File: config.mk
export PLATFORM = sky130hd
export DESIGN_NAME = arm_instr_encoder
export DESIGN_NICKNAME = d
export VERILOG_FILES = /design/src/rtl/arm_enc_pkg.sv /design/src/rtl/arm_word_pack.sv /design/src/rtl/arm_instr_encoder.sv
export SDC_FILE = /design/constraint.sdc
export NUM_CORES = 1
export LEC_CHECK = 0
export CORE_UTILIZATION = 45
export CTS_CLUSTER_DIAMETER = 100
export DETAILED_ROUTE_END_ITERATION = 10
export PLACE_DENSITY = 0.8
export SYNTH_ARGS = -nofsm -noshare
export SYNTH_HDL_FRONTEND = slang
export SYNTH_SLANG_ARGS = --single-unit
File: constraint.sdc
create_clock -name clk -period 2.4 [get_ports clk]
set_clock_uncertainty 0.05 [all_clocks]
set_input_delay 0.72 -clock clk [delete_from_list [all_inputs] [get_ports clk]]
set_output_delay 0.72 -clock clk [all_outputs]
set_load 0.05 [all_outputs]
File: src/rtl/arm_enc_pkg.sv
// arm_enc_pkg: shared kinds, field constants and FSM states for the ARM instruction encoder.
// Rev 1.0 -- optional TERM state present only when ARM_ENC_TERM_EN is defined.
`default_nettype none

package arm_enc_pkg;

  typedef enum logic [3:0] {
    KIND_ADD = 4'd0,
    KIND_SUB = 4'd1,
    KIND_AND = 4'd2,
    KIND_ORR = 4'd3,
    KIND_LSL = 4'd4,
    KIND_LDR = 4'd5,
    KIND_STR = 4'd6,
    KIND_B   = 4'd7,
    KIND_BL  = 4'd8
  } kind_e;

  localparam logic [3:0] CMD_ADD = 4'b0100;
  localparam logic [3:0] CMD_SUB = 4'b0010;
  localparam logic [3:0] CMD_AND = 4'b0000;
  localparam logic [3:0] CMD_ORR = 4'b1100;
  localparam logic [3:0] CMD_MOV = 4'b1101;

  localparam logic [1:0] OP_DP  = 2'b00;
  localparam logic [1:0] OP_MEM = 2'b01;
  localparam logic [1:0] OP_BR  = 2'b10;

  localparam logic [3:0]  COND_AL   = 4'hE;
  localparam logic [31:0] TERM_WORD = 32'hEAFF_FFFE;

  typedef enum logic [1:0] {
    ST_IDLE = 2'd0,
    ST_RUN  = 2'd1,
`ifdef ARM_ENC_TERM_EN
    ST_ERR  = 2'd2,
    ST_TERM = 2'd3
`else
    ST_ERR  = 2'd2
`endif
  } state_e;

endpackage

`default_nettype wire

File: src/rtl/arm_word_pack.sv
// arm_word_pack: combinational packer from symbolic request fields to a 32-bit ARM word.
// Rev 1.0
`default_nettype none

module arm_word_pack
  import arm_enc_pkg::*;
(
  input  logic [3:0]  i_kind,
  input  logic [3:0]  i_cond,
  input  logic        i_s,
  input  logic        i_imm,
  input  logic [3:0]  i_rn,
  input  logic [3:0]  i_rd,
  input  logic [11:0] i_src2,
  input  logic [23:0] i_imm24,
  output logic [31:0] o_word,
  output logic        o_illegal
);

  logic [3:0] w_cmd;
  logic [3:0] w_rn_dp;
  logic       w_is_dp;

  always_comb begin
    w_cmd   = CMD_ADD;
    w_is_dp = 1'b1;
    case (i_kind)
      KIND_ADD: w_cmd = CMD_ADD;
      KIND_SUB: w_cmd = CMD_SUB;
      KIND_AND: w_cmd = CMD_AND;
      KIND_ORR: w_cmd = CMD_ORR;
      KIND_LSL: w_cmd = CMD_MOV;
      default:  w_is_dp = 1'b0;
    endcase
  end

  // MOV-class shifts have no first operand register
  assign w_rn_dp = (i_kind == KIND_LSL) ? 4'd0 : i_rn;

  always_comb begin
    o_word    = '0;
    o_illegal = 1'b0;
    if (w_is_dp) begin
      o_word = {i_cond, OP_DP, i_imm, w_cmd, i_s, w_rn_dp, i_rd, i_src2};
    end else begin
      case (i_kind)
        KIND_LDR: o_word = {i_cond, OP_MEM, ~i_imm, 4'b1100, 1'b1, i_rn, i_rd, i_src2};
        KIND_STR: o_word = {i_cond, OP_MEM, ~i_imm, 4'b1100, 1'b0, i_rn, i_rd, i_src2};
        KIND_B:   o_word = {i_cond, OP_BR, 1'b1, 1'b0, i_imm24};
        KIND_BL:  o_word = {i_cond, OP_BR, 1'b1, 1'b1, i_imm24};
        default:  o_illegal = 1'b1;
      endcase
    end
  end

endmodule

`default_nettype wire

File: src/rtl/arm_instr_encoder.sv
// arm_instr_encoder: handshake front-end, FSM and registered IMEM write port around arm_word_pack.
// Rev 1.0 -- define ARM_ENC_TERM_EN to append a branch-to-self word after stop.
`default_nettype none

module arm_instr_encoder
  import arm_enc_pkg::*;
#(
  parameter int ADDR_W  = 6,
  parameter int COUNT_W = 16
) (
  input  logic               clk,
  input  logic               reset_n,
  input  logic               i_start,
  input  logic [ADDR_W-1:0]  i_start_addr,
  input  logic               i_stop,
  input  logic               i_req_valid,
  output logic               o_req_ready,
  input  logic [3:0]         i_req_kind,
  input  logic [3:0]         i_req_cond,
  input  logic               i_req_s,
  input  logic               i_req_imm,
  input  logic [3:0]         i_req_rn,
  input  logic [3:0]         i_req_rd,
  input  logic [11:0]        i_req_src2,
  input  logic [23:0]        i_req_imm24,
  output logic               o_wr_valid,
  input  logic               i_wr_ready,
  output logic [ADDR_W-1:0]  o_wr_addr,
  output logic [31:0]        o_wr_data,
  output logic               o_busy,
  output logic               o_err,
  output logic [COUNT_W-1:0] o_count
);

  state_e             r_state;
  state_e             w_state_next;
  logic               r_stopping;
  logic               r_wr_valid;
  logic [ADDR_W-1:0]  r_wr_addr;
  logic [31:0]        r_wr_data;
  logic [ADDR_W-1:0]  r_addr;
  logic [COUNT_W-1:0] r_count;
  logic               r_err;

  logic [31:0]        w_word;
  logic               w_illegal;
  logic               w_req_ready;
  logic               w_term_load;
  logic               w_accept;
  logic               w_hs;
  logic               w_drained;
  logic               w_stop_req;
  logic               w_start_load;
  logic [ADDR_W-1:0]  w_addr_next;

  arm_word_pack u_pack (
    .i_kind    (i_req_kind),
    .i_cond    (i_req_cond),
    .i_s       (i_req_s),
    .i_imm     (i_req_imm),
    .i_rn      (i_req_rn),
    .i_rd      (i_req_rd),
    .i_src2    (i_req_src2),
    .i_imm24   (i_req_imm24),
    .o_word    (w_word),
    .o_illegal (w_illegal)
  );

  assign w_hs         = r_wr_valid && i_wr_ready;
  assign w_drained    = !r_wr_valid || i_wr_ready;
  assign w_accept     = i_req_valid && w_req_ready;
  assign w_stop_req   = (r_state == ST_RUN) && (i_stop || r_stopping);
  assign w_start_load = i_start && ((r_state == ST_IDLE) || (r_state == ST_ERR));
  // r_addr tracks the pending word; a word loaded during a retire lands one slot later
  assign w_addr_next  = r_addr + {{(ADDR_W-1){1'b0}}, w_hs};

  always_ff @(posedge clk or negedge reset_n) begin
    if (!reset_n) begin
      r_state    <= ST_IDLE;
      r_stopping <= 1'b0;
    end else begin
      r_state    <= w_state_next;
      r_stopping <= w_stop_req && !w_drained;
    end
  end

  always_comb begin
    w_state_next = r_state;
    case (r_state)
      ST_IDLE, ST_ERR: begin
        if (w_start_load) w_state_next = ST_RUN;
      end
      ST_RUN: begin
        if (w_accept && w_illegal) begin
          w_state_next = ST_ERR;
        end else if (w_stop_req && w_drained) begin
`ifdef ARM_ENC_TERM_EN
          w_state_next = ST_TERM;
`else
          w_state_next = ST_IDLE;
`endif
        end
      end
`ifdef ARM_ENC_TERM_EN
      ST_TERM: begin
        if (w_hs) w_state_next = ST_IDLE;
      end
`endif
      default: w_state_next = ST_IDLE;
    endcase
  end

  always_comb begin
    w_req_ready = (r_state == ST_RUN) && !i_stop && !r_stopping && w_drained;
    w_term_load = 1'b0;
`ifdef ARM_ENC_TERM_EN
    w_term_load = w_stop_req && w_drained;
`endif
  end

  always_ff @(posedge clk or negedge reset_n) begin
    if (!reset_n) begin
      r_wr_valid <= 1'b0;
      r_wr_addr  <= '0;
      r_wr_data  <= '0;
      r_addr     <= '0;
      r_count    <= '0;
      r_err      <= 1'b0;
    end else begin
      if (w_accept && !w_illegal) begin
        r_wr_valid <= 1'b1;
        r_wr_data  <= w_word;
        r_wr_addr  <= w_addr_next;
      end else if (w_term_load) begin
        r_wr_valid <= 1'b1;
        r_wr_data  <= TERM_WORD;
        r_wr_addr  <= w_addr_next;
      end else if (w_hs) begin
        r_wr_valid <= 1'b0;
      end

      if (w_start_load) begin
        r_addr  <= i_start_addr;
        r_count <= '0;
      end else if (w_hs) begin
        r_addr <= r_addr + ADDR_W'(1);
        if (r_count != {COUNT_W{1'b1}}) r_count <= r_count + COUNT_W'(1);
      end

      if (w_start_load) r_err <= 1'b0;
      else if (w_accept && w_illegal) r_err <= 1'b1;
    end
  end

  assign o_req_ready = w_req_ready;
  assign o_wr_valid  = r_wr_valid;
  assign o_wr_addr   = r_wr_addr;
  assign o_wr_data   = r_wr_data;
  assign o_busy      = (r_state != ST_IDLE) || r_wr_valid;
  assign o_err       = r_err;
  assign o_count     = r_count;

endmodule

`default_nettype wire

==> results.sh, run 1 <==
export IMPL_io_pins=124
export IMPL_required_ns=1.63
export IMPL_power_switching_share_pct=44.67
export IMPL_worst_pin_slew_ns=0.5533
export IMPL_yosys_cell_types_count=51
export IMPL_die_w_microns=90.03
export IMPL_async_reset_ff_share_pct=100.0
export IMPL_netlist_top_cell_by_area="dfrtp_1"
export IMPL_syn_inst=373
export IMPL_drive_gt1_share_pct=17.05
export IMPL_holdCritPathClass="primary input to async pin"
export IMPL_setup_tns_ns=0
export IMPL_worstSetupPathType="flip-flop to output pin"
export IMPL_cts_root_buffer="clkbuf_8"
export IMPL_grt_use_met3_pct=4.315
export IMPL_r2r_start="o_count[0]"
export IMPL_cts_tree="built"
export IMPL_grt_pass1_wl_microns=16330
export IMPL_ff2ff_setup_slack_ns=0.56
export IMPL_row_count=31
export IMPL_first_pass_iters=4
export IMPL_fin_area_sq_mm=0.005285
export IMPL_fin_util_pct=71.71
export IMPL_p_leak_nw=2.422
export IMPL_crit_chain="clkdlybuf4s50_1"
export IMPL_io_buffers=123
export IMPL_critPathTopFamily="buffers and inverters"
export IMPL_gr_max_usage_layer="met2"
export IMPL_place_ws_ns=-0.2059
export IMPL_power_switching_w=0.002265
export IMPL_finalWorstSetupSlack_ns=0.06812
export IMPL_fmax_mhz=428.8
export IMPL_dp_cells=610
export IMPL_grt_ovfl_total=0
export IMPL_grt_max_degree=66
export IMPL_fin_crit_ns=2.332
export IMPL_drv_slew=0
export IMPL_synth_area_leaders="dfrtp_1, nor2_1, nand2_1, a221oi_2, o21ai_0"
export IMPL_synth_area_sq_mm=0.003487
export IMPL_grt_pass1_vias=3300
export IMPL_clk_path_buf_depth=2
export IMPL_fin_cells=628
export IMPL_cts_num_sinks=65
export IMPL_grtUsageMet1_pct=33.50
export IMPL_max_slew_margin_pct=63.00
export IMPL_drc_errors=0
export IMPL_numCtsBuffers=9
export IMPL_vias=3377
export IMPL_coreArea_sq_mm=0.007370
export IMPL_critPathLaunchType="flip-flop"
export IMPL_intPower_w=0.002806
export IMPL_ys_warn_count=0
export IMPL_ir_worst_vdd_uv=433.3
export IMPL_ant_nets=0
export IMPL_yosysTopAreaCellShare_pct=46.65
export IMPL_syn_to_final_growth_pct=51.56
export IMPL_gp_congestion=0.8497
export IMPL_final_setup_viol_count=0
export IMPL_clk_pin_slew_ns=0.08
export IMPL_syn_area_per_cell_sq_um=9.349
export IMPL_track_usage_pct=25.18
export IMPL_synth_ff_type="dfrtp_1"
export IMPL_combinationalPowerShare_pct=48.8
export IMPL_outcome="complete, no violations"
export IMPL_ctsHtreeMaxLevel=3
export IMPL_clkPwrFrac_pct=18.7
export IMPL_rsz0062_at_grt="no"
export IMPL_synth_fp_nets=443
export IMPL_worstPathArrival_ns=1.56
export IMPL_seqPwrFrac_pct=32.4
export IMPL_clk_latency_ns=0.34
export IMPL_vias_per_cell=5.377
export IMPL_multi_input_area_sq_mm=0.001722
export IMPL_fp_dieH_microns=90.03
export IMPL_final_nets=593
export IMPL_dpl_instance_area_sq_mm=0.005041
export IMPL_grt_met2_usage_pct=41.41
export IMPL_antenna_found_initial=1
export IMPL_die_area_sq_mm=0.008105
export IMPL_fin_crit_sh_pct=97.16
export IMPL_power_per_cell_area_mw_per_mm2=959.5
export IMPL_r2r_end="o_count[10]"
export IMPL_reg2regPathDepth=6
export IMPL_cp_end_kind="output pin"
export IMPL_critPathMaxFanout=4
export IMPL_layout_common_cells="clkdlybuf4s50_1, dfrtp_1, nor2_1"
export IMPL_ff_latch_area_sq_mm=0.001627
export IMPL_synth_edff_count=0
export IMPL_final_common_cell="clkdlybuf4s50_1"
export IMPL_fillers=573
export IMPL_synth_seq_cells=65
export IMPL_maxCapViolCount=0
export IMPL_critPathMaxStageDelay_ns=0.82
export IMPL_routed_wirelength_microns=9963
export IMPL_wl_per_cell_microns=15.86
export IMPL_dp_hpwl_microns=7272
export IMPL_synth_seq_area_share_pct=46.65
export IMPL_initialDrtViolationCount=118
export IMPL_start_util_pct=47.32
export IMPL_crit_path_top_delay_cell="clkdlybuf4s50_1"
export IMPL_crit_buf_inv=1
export IMPL_finalHoldViolations=0
==> layout make-up <==
| class | count | area share (%) |
|---|---|---|
| diodes | 1 | 0.04735 |
| clock buffers | 10 | 2.604 |
| clock inverters | 6 | 1.278 |
| inverters | 4 | 0.2841 |
| multi-input cells | 279 | 32.58 |
| flip-flops and latches | 65 | 30.78 |
| well taps | 99 | 2.344 |
| repair buffers | 164 | 30.09 |
==> kinds of logic (layout without fill, tap and decap cells) <==
logic type / Yosys count / count (layout) / synth area share, %
adders and majority gates: 4 / 4 / 1.435
DFF: 65 / 65 / 46.65
xor gates and xnor gates: 21 / 21 / 5.275
and+or+nand+nor: 158 / 158 / 20.63
AOI/OAI and AO/OA: 96 / 96 / 21.42
buffers and inverters: 29 / 184 / 4.593
other: 0 / 1 / 0
==> routing by layer <==
layer,share of wire [%],wire (microns)
met1,44,4404
met2,48,4743
met3,5.9,587
met4,2.3,228
met5,0,0
==> synthesized netlist by cell type (2+ instances only) <==
master and number:
buf_1 2, nand4_1 8, nand2_1 49, a22o_1 5
a221oi_2 12, clkbuf_1 9, nand4b_1 2, inv_1 3
nor2_1 62, a21oi_1 17, nand2b_1 2, buf_6 5
o21ai_1 3, a211oi_1 4, buf_2 8, a2bb2oi_1 5
xnor2_1 13, a31oi_1 3, a22oi_1 9, o21ai_0 23
nor2b_1 4, nor3b_1 2, xor2_1 8, and4_1 3
a32o_1 2, nand3_1 13, dfrtp_1 65, ha_1 4
and3_1 5, nor3_1 2
==> state kept, by name, indices dropped and copies added (netlist names) <==
register / cells
o_err: 1
r_stopping: 1
r_state: 2
o_wr_valid: 1
o_wr_addr: 6
o_wr_data: 32
r_addr: 6
o_count: 16
==> per-stage QoR <==
| step | power (W) | hold slack [ns] |
|---|---|---|
| after floorplan | 0.003155 | 0.3744 |
| after global placement | 0.004080 | 0.4120 |
| after detailed placement | 0.004144 | 0.4199 |
| after CTS | 0.005098 | 0.3500 |
| after global routing | 0.005304 | 0.3698 |
| final | 0.005071 | 0.3344 |
==> power by group through the flow <==
stage	Sequential [W]	Combinational [W]	Clock, W
final	0.00164	0.00248	0.000950
after global routing	0.00169	0.00260	0.00102
after CTS	0.00165	0.00249	0.000968
after detailed placement	0.00166	0.00248	0
after global placement	0.00165	0.00243	0
after floorplan	0.00266	0.000492	0
==> how the worst max path moves through the flow <==
stage,start,endpoint,slack (ns),depth (start not counted)
2_1_floorplan,i_req_kind[1],o_wr_data[3],0.23,8
3_3_place_gp,i_req_kind[1],o_wr_data[16],-0.15,7
3_5_place_dp,i_wr_ready,o_wr_addr[4],-0.21,10
4_1_cts,o_count[7],o_count[7],0.002,1
5_1_grt,i_req_kind[1],o_wr_data[16],0.03,7
6_report,o_count[11],o_count[11],0.07,1
==> what timing repair did <==
action,4_1_cts,5_1_grt
setup buffers,0,1
pin swaps,1,2
cloned,0,0
endpoints found under the setup margin,4,8
gates resized for setup,8,8
hold buffers,0,0
Power figures use the tool's default switching activity.
==> run 2: changes to the inputs <==
--- a/config.mk
+++ b/config.mk
@@ -9,6 +9,7 @@
 export CTS_CLUSTER_DIAMETER = 100
 export DETAILED_ROUTE_END_ITERATION = 10
 export PLACE_DENSITY = 0.8
+export SKIP_LAST_GASP = 1
 export SYNTH_ARGS = -nofsm -noshare
 export SYNTH_HDL_FRONTEND = slang
 export SYNTH_SLANG_ARGS = --single-unit
==> results.sh, run 2 (synthesis gave the netlist of run 1 again) <==
export IMPL_drc_errors=0
export IMPL_clk_path_buf_depth=2
export IMPL_grt_pass1_vias=3307
export IMPL_vias=3379
export IMPL_ant_nets=0
export IMPL_grt_use_met3_pct=4.315
export IMPL_combinationalPowerShare_pct=48.9
export IMPL_vias_per_cell=5.389
export IMPL_worstPathArrival_ns=1.62
export IMPL_power_switching_w=0.002262
export IMPL_holdWs_ns=0.3386
export IMPL_gp_congestion=0.8497
export IMPL_grt_max_degree=66
export IMPL_fmax_mhz=419.3
export IMPL_dp_cells=610
export IMPL_cts_root_buffer="clkbuf_8"
export IMPL_cts_hold_buf=0
export IMPL_worstSetupPathType="primary input to output pin"
export IMPL_layout_common_cells="clkdlybuf4s50_1, dfrtp_1, nor2_1"
export IMPL_numCtsBuffers=9
export IMPL_rsz0062_at_grt="yes"
export IMPL_cts_num_sinks=65
export IMPL_cts_tree="built"
export IMPL_final_common_cell="clkdlybuf4s50_1"
export IMPL_fp_dieH_microns=90.03
export IMPL_power_switching_share_pct=44.63
export IMPL_clkPwrFrac_pct=18.7
export IMPL_r2r_end="o_count[14]"
export IMPL_worst_pin_slew_ns=0.5539
export IMPL_syn_to_final_growth_pct=51.42
export IMPL_fin_crit_sh_pct=99.38
export IMPL_critPathLaunchType="primary input"
export IMPL_fin_cells=627
export IMPL_final_setup_viol_count=0
export IMPL_coreArea_sq_mm=0.007370
export IMPL_final_nets=593
export IMPL_wl_per_cell_microns=15.87
export IMPL_die_w_microns=90.03
export IMPL_io_buffers=123
export IMPL_required_ns=1.63
export IMPL_gr_max_usage_layer="met2"
export IMPL_grtUsageMet1_pct=33.44
export IMPL_critPathMaxStageDelay_ns=0.42
export IMPL_outcome="complete, no violations"
export IMPL_track_usage_pct=25.16
export IMPL_largest_reg_flops=32
export IMPL_intPower_w=0.002806
export IMPL_grt_ovfl_total=0
export IMPL_start_util_pct=47.32
export IMPL_maxCapViolCount=0
export IMPL_drv_slew=0
export IMPL_first_pass_iters=4
export IMPL_io_pins=124
export IMPL_place_ws_ns=-0.2059
export IMPL_p_leak_nw=2.414
export IMPL_fillers=575
export IMPL_clk_pin_slew_ns=0.08
export IMPL_dp_hpwl_microns=7272
export IMPL_r2r_start="o_count[0]"
export IMPL_ff2ff_setup_slack_ns=0.54
export IMPL_drive_gt1_share_pct=17.05
export IMPL_crit_buf_inv=2
export IMPL_ctsHtreeMaxLevel=3
export IMPL_critPathTopFamily="buffers and inverters"
export IMPL_seqPwrFrac_pct=32.4
export IMPL_critPathMaxFanout=2
export IMPL_antenna_cells=0
export IMPL_die_area_sq_mm=0.008105
export IMPL_row_count=31
export IMPL_power_per_cell_area_mw_per_mm2=959.8
export IMPL_crit_chain="clkdlybuf4s50_1 > nor2_2 > and3_4 > buf_12"
export IMPL_ir_worst_vdd_uv=421.0
export IMPL_initialDrtViolationCount=146
export IMPL_grt_pass1_wl_microns=16330
export IMPL_fin_crit_ns=2.385
export IMPL_clk_latency_ns=0.33
export IMPL_crit_path_top_delay_cell="clkdlybuf4s50_1"
export IMPL_antenna_found_initial=0
export IMPL_cp_end_kind="output pin"
export IMPL_grt_met2_usage_pct=41.41
export IMPL_holdCritPathClass="primary input to async pin"
export IMPL_reg2regPathDepth=6
export IMPL_finalHoldViolations=0
export IMPL_max_slew_margin_pct=62.96
export IMPL_finalWorstSetupSlack_ns=0.01482
export IMPL_routed_wirelength_microns=9953
[run 2: worst max path at each step]
stage / to / slack, ns / startpoint / depth (start not counted)
after floorplan: o_wr_data[3] / 0.23 / i_req_kind[1] / 8
after global placement: o_wr_data[16] / -0.15 / i_req_kind[1] / 7
after detailed placement: o_wr_addr[4] / -0.21 / i_wr_ready / 10
after CTS: o_req_ready / -0.03 / i_stop / 4
after global routing: o_req_ready / -0.03 / i_stop / 4
final: o_req_ready / 0.01 / i_stop / 4
[run 2: what timing repair did]
action,4_1_cts,5_1_grt
endpoints found under the setup margin,4,8
pin swaps,0,1
resized for setup,7,8
buffers inserted,0,1
[run 2: power groups by stage]
stage	Clock (W)	Combinational [W]	Sequential [W]
final	0.000948	0.00248	0.00164
after global routing	0.00102	0.00260	0.00169
after CTS	0.000968	0.00248	0.00165
after detailed placement	0	0.00248	0.00166
after global placement	0	0.00243	0.00165
after floorplan	0	0.000492	0.00266
[run 2: area by class of cell]
type / instances / area (sq um) / area share (%)
Clock inverter: 6 / 67.56 / 1.280
Multi-Input combinational cell: 279 / 1722 / 32.61
Clock buffer: 10 / 137.6 / 2.607
Timing Repair Buffer: 164 / 1588 / 30.07
Sequential cell: 65 / 1627 / 30.81
Tap cell: 99 / 123.9 / 2.346
Inverter: 4 / 15.01 / 0.2844
[run 2: layer usage]
metal  share of wire [%]  wire (microns)  up-vias
met5                   0               0        -
met4                 1.9             189        0
met3                 5.5             549       12
met2                  48            4778      130
met1                  45            4435     1607
li1                    -               -     1630
[run 2: through the flow]
stage               total power (W)  util [%]  area, sq um   TNS, ns
finish                     0.005068     71.65         5280         0
detailed placement         0.004144     68.40         5041    -5.307
CTS                        0.005098     71.27         5253  -0.02668
global route               0.005302     71.65         5280  -0.03419
floorplan                  0.003155         -         3487         0
global placement           0.004080     68.40         5041    -4.171
[run 2: worst register-to-register path, delay by kind of cell (launching register included)]
| kind | cells | cell delay, ns |
|---|---|---|
| DFF | 1 | 0.43 |
| adders and majority gates | 1 | 0.22 |
| xor gates and xnor gates | 1 | 0.17 |
| and+or+nand+nor | 4 | 0.87 |
